**src/rtl/thread_fetch_sched.sv**
```systemverilog
// thread_fetch_sched: fine-grained multithreaded fetch front end.
// Holds one PC per hardware thread and issues round-robin over the live
// threads into a 1-cycle synchronous instruction RAM. A thread retires when
// its halt opcode comes back. Branch redirects arrive from execute.
// Optional feature macro: CYCLE_COUNT_EN adds the run_cycles output.
module thread_fetch_sched #(
  parameter int INST_WIDTH      = 32,
  parameter int INST_ADDR_WIDTH = 9,
  parameter int THREAD_BITS     = 2,
  parameter int NUM_THREADS     = 2**THREAD_BITS
) (
  input  logic                       clk,
  input  logic                       reset_n,
  input  logic                       start,
  output logic [INST_ADDR_WIDTH-1:0] imem_addr,
  input  logic [INST_WIDTH-1:0]      imem_rdata,
  output logic [INST_WIDTH-1:0]      inst_out,
  output logic [THREAD_BITS-1:0]     thread_id_out,
  output logic                       inst_valid,
  input  logic                       br_taken,
  input  logic [THREAD_BITS-1:0]     br_thread,
  input  logic [INST_ADDR_WIDTH-1:0] br_target,
  output logic [NUM_THREADS-1:0]     thread_done_out,
  output logic                       busy,
  output logic                       all_done
`ifdef CYCLE_COUNT_EN
  ,
  output logic [31:0]                run_cycles
`endif
);

  localparam int BASE_SHIFT = INST_ADDR_WIDTH - THREAD_BITS;

  typedef enum logic [1:0] {
    IDLE = 2'd0,
    RUN  = 2'd1,
    DONE = 2'd2
  } state_t;

  state_t                       state_q, state_d;
  logic [INST_ADDR_WIDTH-1:0]   pc_q [NUM_THREADS];
  logic [INST_ADDR_WIDTH-1:0]   pc_d [NUM_THREADS];
  logic [NUM_THREADS-1:0]       done_q, done_d;
  logic [THREAD_BITS-1:0]       rr_q, rr_d;
  logic [THREAD_BITS-1:0]       f_tid_q, f_tid_d;
  logic                         f_valid_q, f_valid_d;
  logic                         squash_q, squash_d;
  logic [INST_ADDR_WIDTH-1:0]   addr_q, addr_d;

  logic                         running;
  logic                         restart;
  logic                         halt_ret;
  logic                         issue;
  logic [THREAD_BITS-1:0]       issue_tid;
  logic                         br_ok;
  logic [NUM_THREADS-1:0]       eligible;

  // Each thread starts in its own equal slice of instruction memory.
  function automatic logic [INST_ADDR_WIDTH-1:0] base_pc(input int t);
    return INST_ADDR_WIDTH'(t) << BASE_SHIFT;
  endfunction

  assign running         = (state_q == RUN);
  assign restart         = start && !running;
  assign inst_valid      = f_valid_q & ~(done_q[f_tid_q] | squash_q);
  assign inst_out        = inst_valid ? imem_rdata : '0;
  assign thread_id_out   = f_tid_q;
  assign halt_ret        = inst_valid && (inst_out[INST_WIDTH-1 -: 6] == 6'b111111);
  assign thread_done_out = done_q;
  assign busy            = running;
  assign all_done        = (state_q == DONE);
  assign imem_addr       = issue ? pc_q[issue_tid] : addr_q;

  // A redirect to a retired thread, or to a thread whose halt is returning now, is dropped.
  assign br_ok = running && br_taken && !done_q[br_thread]
                 && !(halt_ret && (f_tid_q == br_thread));

  // Threads that may issue this cycle; a thread whose halt is returning is already out.
  always_comb begin
    eligible = '0;
    for (int t = 0; t < NUM_THREADS; t++) begin
      eligible[t] = ~done_q[t] & ~(halt_ret && (f_tid_q == THREAD_BITS'(t)));
    end
  end

  // Round-robin pick: first eligible thread after the last one issued.
  always_comb begin
    issue     = 1'b0;
    issue_tid = rr_q;
    for (int k = 1; k <= NUM_THREADS; k++) begin
      if (!issue && running && eligible[rr_q + THREAD_BITS'(k)]) begin
        issue     = 1'b1;
        issue_tid = rr_q + THREAD_BITS'(k);
      end
    end
  end

  // FSM next state: leave RUN only once every done flag is already registered.
  always_comb begin
    state_d = state_q;
    case (state_q)
      IDLE:    if (start) state_d = RUN;
      RUN:     if (&done_q) state_d = DONE;
      DONE:    if (start) state_d = RUN;
      default: state_d = IDLE;
    endcase
  end

  // Thread context update: restart reload, issue/increment, redirect, retirement.
  always_comb begin
    pc_d      = pc_q;
    done_d    = done_q;
    rr_d      = rr_q;
    f_valid_d = 1'b0;
    f_tid_d   = f_tid_q;
    squash_d  = 1'b0;
    addr_d    = addr_q;
    if (restart) begin
      for (int t = 0; t < NUM_THREADS; t++) begin
        pc_d[t] = base_pc(t);
      end
      done_d = '0;
      rr_d   = THREAD_BITS'(NUM_THREADS - 1);
    end else begin
      if (issue) begin
        pc_d[issue_tid] = pc_q[issue_tid] + INST_ADDR_WIDTH'(1);
        rr_d            = issue_tid;
        f_valid_d       = 1'b1;
        f_tid_d         = issue_tid;
        addr_d          = pc_q[issue_tid];
        // The fetch just sent down the old path of a redirected thread is dead.
        squash_d        = br_ok && (br_thread == issue_tid);
      end
      // Redirect overrides the increment of the same thread.
      if (br_ok) pc_d[br_thread] = br_target;
      if (halt_ret) done_d[f_tid_q] = 1'b1;
    end
  end

  // FSM state register.
  always_ff @(posedge clk or negedge reset_n) begin
    if (!reset_n) state_q <= IDLE;
    else          state_q <= state_d;
  end

  // Thread contexts and fetch-stage registers; reset discards any in-flight fetch.
  always_ff @(posedge clk or negedge reset_n) begin
    if (!reset_n) begin
      for (int t = 0; t < NUM_THREADS; t++) begin
        pc_q[t] <= base_pc(t);
      end
      done_q    <= '0;
      rr_q      <= THREAD_BITS'(NUM_THREADS - 1);
      f_valid_q <= 1'b0;
      f_tid_q   <= '0;
      squash_q  <= 1'b0;
      addr_q    <= '0;
    end else begin
      pc_q      <= pc_d;
      done_q    <= done_d;
      rr_q      <= rr_d;
      f_valid_q <= f_valid_d;
      f_tid_q   <= f_tid_d;
      squash_q  <= squash_d;
      addr_q    <= addr_d;
    end
  end

`ifdef CYCLE_COUNT_EN
  logic [31:0] cyc_q, cyc_d;

  assign run_cycles = cyc_q;

  // Cycle counter: zeroed when a run begins, counts RUN cycles, holds otherwise.
  always_comb begin
    cyc_d = cyc_q;
    if (restart)      cyc_d = '0;
    else if (running) cyc_d = cyc_q + 32'd1;
  end

  // Cycle counter register.
  always_ff @(posedge clk or negedge reset_n) begin
    if (!reset_n) cyc_q <= '0;
    else          cyc_q <= cyc_d;
  end
`endif

endmodule

```
**config.mk**
```make
export PLATFORM = sky130hd
export DESIGN_NAME = thread_fetch_sched
export DESIGN_NICKNAME = d
export VERILOG_FILES = /design/src/rtl/thread_fetch_sched.sv
export SDC_FILE = /design/constraint.sdc
export NUM_CORES = 1
export LEC_CHECK = 0
export ABC_CLOCK_PERIOD_IN_PS = 3800
export BUFFER_PORTS_ARGS = -buffer_cell sky130_fd_sc_hd__buf_2
export CAP_MARGIN = 5
export CORE_UTILIZATION = 45
export CTS_BUF_LIST = sky130_fd_sc_hd__clkbuf_2
export CTS_CLUSTER_DIAMETER = 60
export DETAILED_ROUTE_END_ITERATION = 7
export PLACE_DENSITY = 0.69
export SYNTH_ARGS = -nofsm -noshare
export SYNTH_HDL_FRONTEND = slang
export SYNTH_SLANG_ARGS = --single-unit
```
**constraint.sdc**
```tcl
create_clock -name clk -period 3.8 [get_ports clk]
set_input_delay 0.19 -clock clk [delete_from_list [all_inputs] [get_ports clk]]
set_output_delay 0.19 -clock clk [all_outputs]
set_load 0.02 [all_outputs]
```
==> impl_metrics.yaml <==
worst_setup_path:
  critical_path.startpoint_type: "register"
  path_max_fanout: 15
  worstSetupPathType: "reg2out"
  critPathSlowestCell: "and4b_1"
  worst_path_largest_cell_delay_ps: 460
  cp_num_buf_inv: 2
  path_cells: "and4b_1 > a41o_1 > a311oi_2 > o32ai_4 > buf_4 > mux2_2 > nand2_1 > o21ai_0 > mux2_2 > buf_2"
  cp.arrival_ps: 3450
  crit_path_frequent_cell: "mux2_2"
  worstPathRequired_ps: 3610
  crit_path_end_kind: "output pin"
  crit_family: "compound AO/OA/AOI/OAI gates"
grt:
  gr-usage-met1: 0.369
  first_global_vias: 3672
  grt_max_degree: 58
  grt-ovfl-total: 0
  grt_pass1_wl_mm: 18.8
  grt_use_met2: 0.459
  top_usage_layer: "met2"
  gr-usage-all-layers: 0.280
  antenna_found_initial: 0
  use_met3: 0.0526
route:
  dr.pass1.iters: 5
  avgViaCountPerCell: 5.78
  post_drt_wl_per_cell_microns: 18.1
  drc: 0
  ant_nets: 0
  via_count: 3920
  drt_iter0_drc: 240
  postRouteWirelength_mm: 12.3
cts:
  cts_tree: "yes"
  cts_root_buffer: "clkbuf_2"
  clk_latency_ps: 510
  numClockSinks: 57
  path_clk_slew_ps: 160
  clk_path_buf_depth: 2
  cts_made_buffers: 9
  htree_levels: 3
power:
  p_per_area_nw_per_um2: 876
  irDropWorstVdd_mv: 0.348
  p_leak_nw: 2.19
logic_synthesis:
  synth_area_leaders: "dfrtp_1, mux2i_1, nand2_1"
  yosysTopAreaCell: "dfrtp_1"
  ys.flop_type: "dfrtp_1"
  synth-edff-count: 0
  synth-seq-cells: 57
  synth.top_cell.area_share: 0.328
  async_flop_share: 1.00
  yosys_warnings: 0
  postSynthCellCount: 454
  ys_seq_area_frac: 0.368
  synth_area_sq_um: 3890
  synth.distinct_cells: 61
  syn_nets: 501
  synth_area_per_cell_sq_um: 8.58
placement:
  dp_cells: 652
  io_buffers: 96
  dp_hpwl_mm: 8.70
  gp_congestion: 0.944
  post_dp_cell_area_sq_um: 4540
finish:
  fin_nets: 615
  postLayoutCoreUtil: 0.579
  diodes: 0
  stdcell_area_sq_um: 4810
  final_layout_size_suffix_gt1_frac: 0.295
  fin_cells: 678
  area_delta_synth_final_pct: 23.5
die:
  die_y_microns: 95.0
  dieArea_sq_um: 9030
  die_w_microns: 95.0
  rows: 33
  start_util: 0.469
  core_area_sq_um: 8300
  ioPinCount: 97
hold_path:
  hp-class: "in2reg"
sta:
  setup_viol: 0
  clock.fmax_mhz: 275
  slew_headroom: 0.426
  timing_hold_violations_final: 0
  finalCritPeriodShare: 0.957
  tightest_slew_ps: 857
  fin_crit_ps: 3640
  slew_viol_final: 0
  skew_ps: 17.7
run:
  maxCapViolations: 0
outcome:
  status: "finished clean"
==> worst min-delay path: cells and delay by family <==
family / cells / cell delay (ps)
buffers and inverters: 1 / 110
AOI/OAI and AO/OA: 2 / 190
==> registers in the layout, indices dropped and copies added (netlist names) <==
| register | count |
|---|---|
| addr_q | 9 |
| squash_q | 1 |
| state_q | 2 |
| thread_id_out | 2 |
| thread_done_out | 4 |
| rr_q | 2 |
| pc_q | 36 |
| f_valid_q | 1 |
==> layout by cell type, fill, tap and decap left out, types with 9 or more instances in the layout <==
| cell type | n |
|---|---|
| a21oi_1 | 25 |
| mux2_2 | 14 |
| buf_2 | 96 |
| o21ai_0 | 40 |
| nor3_1 | 11 |
| nand3_1 | 17 |
| mux2i_1 | 24 |
| dfrtp_1 | 51 |
| dlygate4sd3_1 | 9 |
| nand2_1 | 61 |
| and2_1 | 33 |
| nor2_1 | 40 |
| buf_4 | 20 |
| clkbuf_2 | 9 |
==> cells in the mapped netlist, types with 3 or more instances <==
library cell  instances
clkbuf_1             14
o31ai_1               8
mux4_2                3
and3_1                5
o21ai_1               5
buf_2                 4
xnor2_1               3
inv_1                 8
dfrtp_1              51
a21oi_1              25
o211ai_1              4
o21ai_0              41
a31oi_1               7
nand2b_1              7
nor2_1               40
nand2_1              61
and2_1               33
mux2_2               14
mux2i_1              24
nand4_1               8
nand3_1              17
dfstp_2               6
nor3_1               11
xor2_1                8
==> worst paths after layout <==
kind | start | endpoint | slack (ps) | depth (start not counted)
max reg2reg | squash_q$_DFF_PN0_ | pc_q[24]$_DFF_PN0_ | 430 | 10
min reg2reg | addr_q[6]$_DFFE_PN0N_ | addr_q[6]$_DFFE_PN0N_ | 490 | 2
min | br_target[3] | pc_q[3]$_DFF_PN0_ | 20 | 3
max in group asynchronous | reset_n | pc_q[20]$_DFF_PN0_ | 2950 | 3
max | squash_q$_DFF_PN0_ | imem_addr[2] | 160 | 10
min in group asynchronous | reset_n | addr_q[6]$_DFFE_PN0N_ | 330 | 3
==> power by group <==
part	internal (mW)	switching, mW
logic	1.02	1.57
registers	0.897	0.262
clock network	0.212	0.248
==> final cells by class <==
type	instances	area [sq um]
timing repair buffer	125	721
inverter	9	33.8
clock inverter	7	85.1
fill	747	3490
sequential	57	1430
tap	105	131
multi-input combinational	366	2360
clock buffer	9	45.0
==> metrics by stage <==
stage / hold slack, ps / setup WS, ps / setup TNS (ps) / power [mW]
floorplan: -106 / 902 / 0 / 2.90
global placement: 377 / 460 / 0 / 3.63
detailed placement: 383 / 365 / 0 / 3.68
CTS: 12.9 / 73.9 / 0 / 4.15
global route: 9.42 / -16.3 / -31.3 / 4.50
finish: 21.1 / 162 / 0 / 4.21
==> timing repair <==
action / in CTS / in global routing
hold buffers: 9 / 0
gates resized for setup: 0 / 6
setup buffers: 1 / 0
endpoints found under the setup margin: 4 / 7
hold endpoints to repair: 81 / 0
pin swaps: 1 / 0
gates cloned: 0 / 0
==> kinds of logic after synthesis <==
family | synth area share
buffers and inverters | 0.0370
DFF | 0.368
AOI/OAI and AO/OA | 0.195
muxes | 0.131
xor gates and xnor gates | 0.0247
and+or+nand+nor | 0.244
==> per-layer routing <==
| metal | up-vias | share of wire |
|---|---|---|
| met5 | - | 0 |
| met4 | 0 | 0.024 |
| met3 | 28 | 0.064 |
| met2 | 147 | 0.47 |
| met1 | 1882 | 0.44 |
| li1 | 1863 | - |
Note: power is estimated with default switching activity, not from simulation.
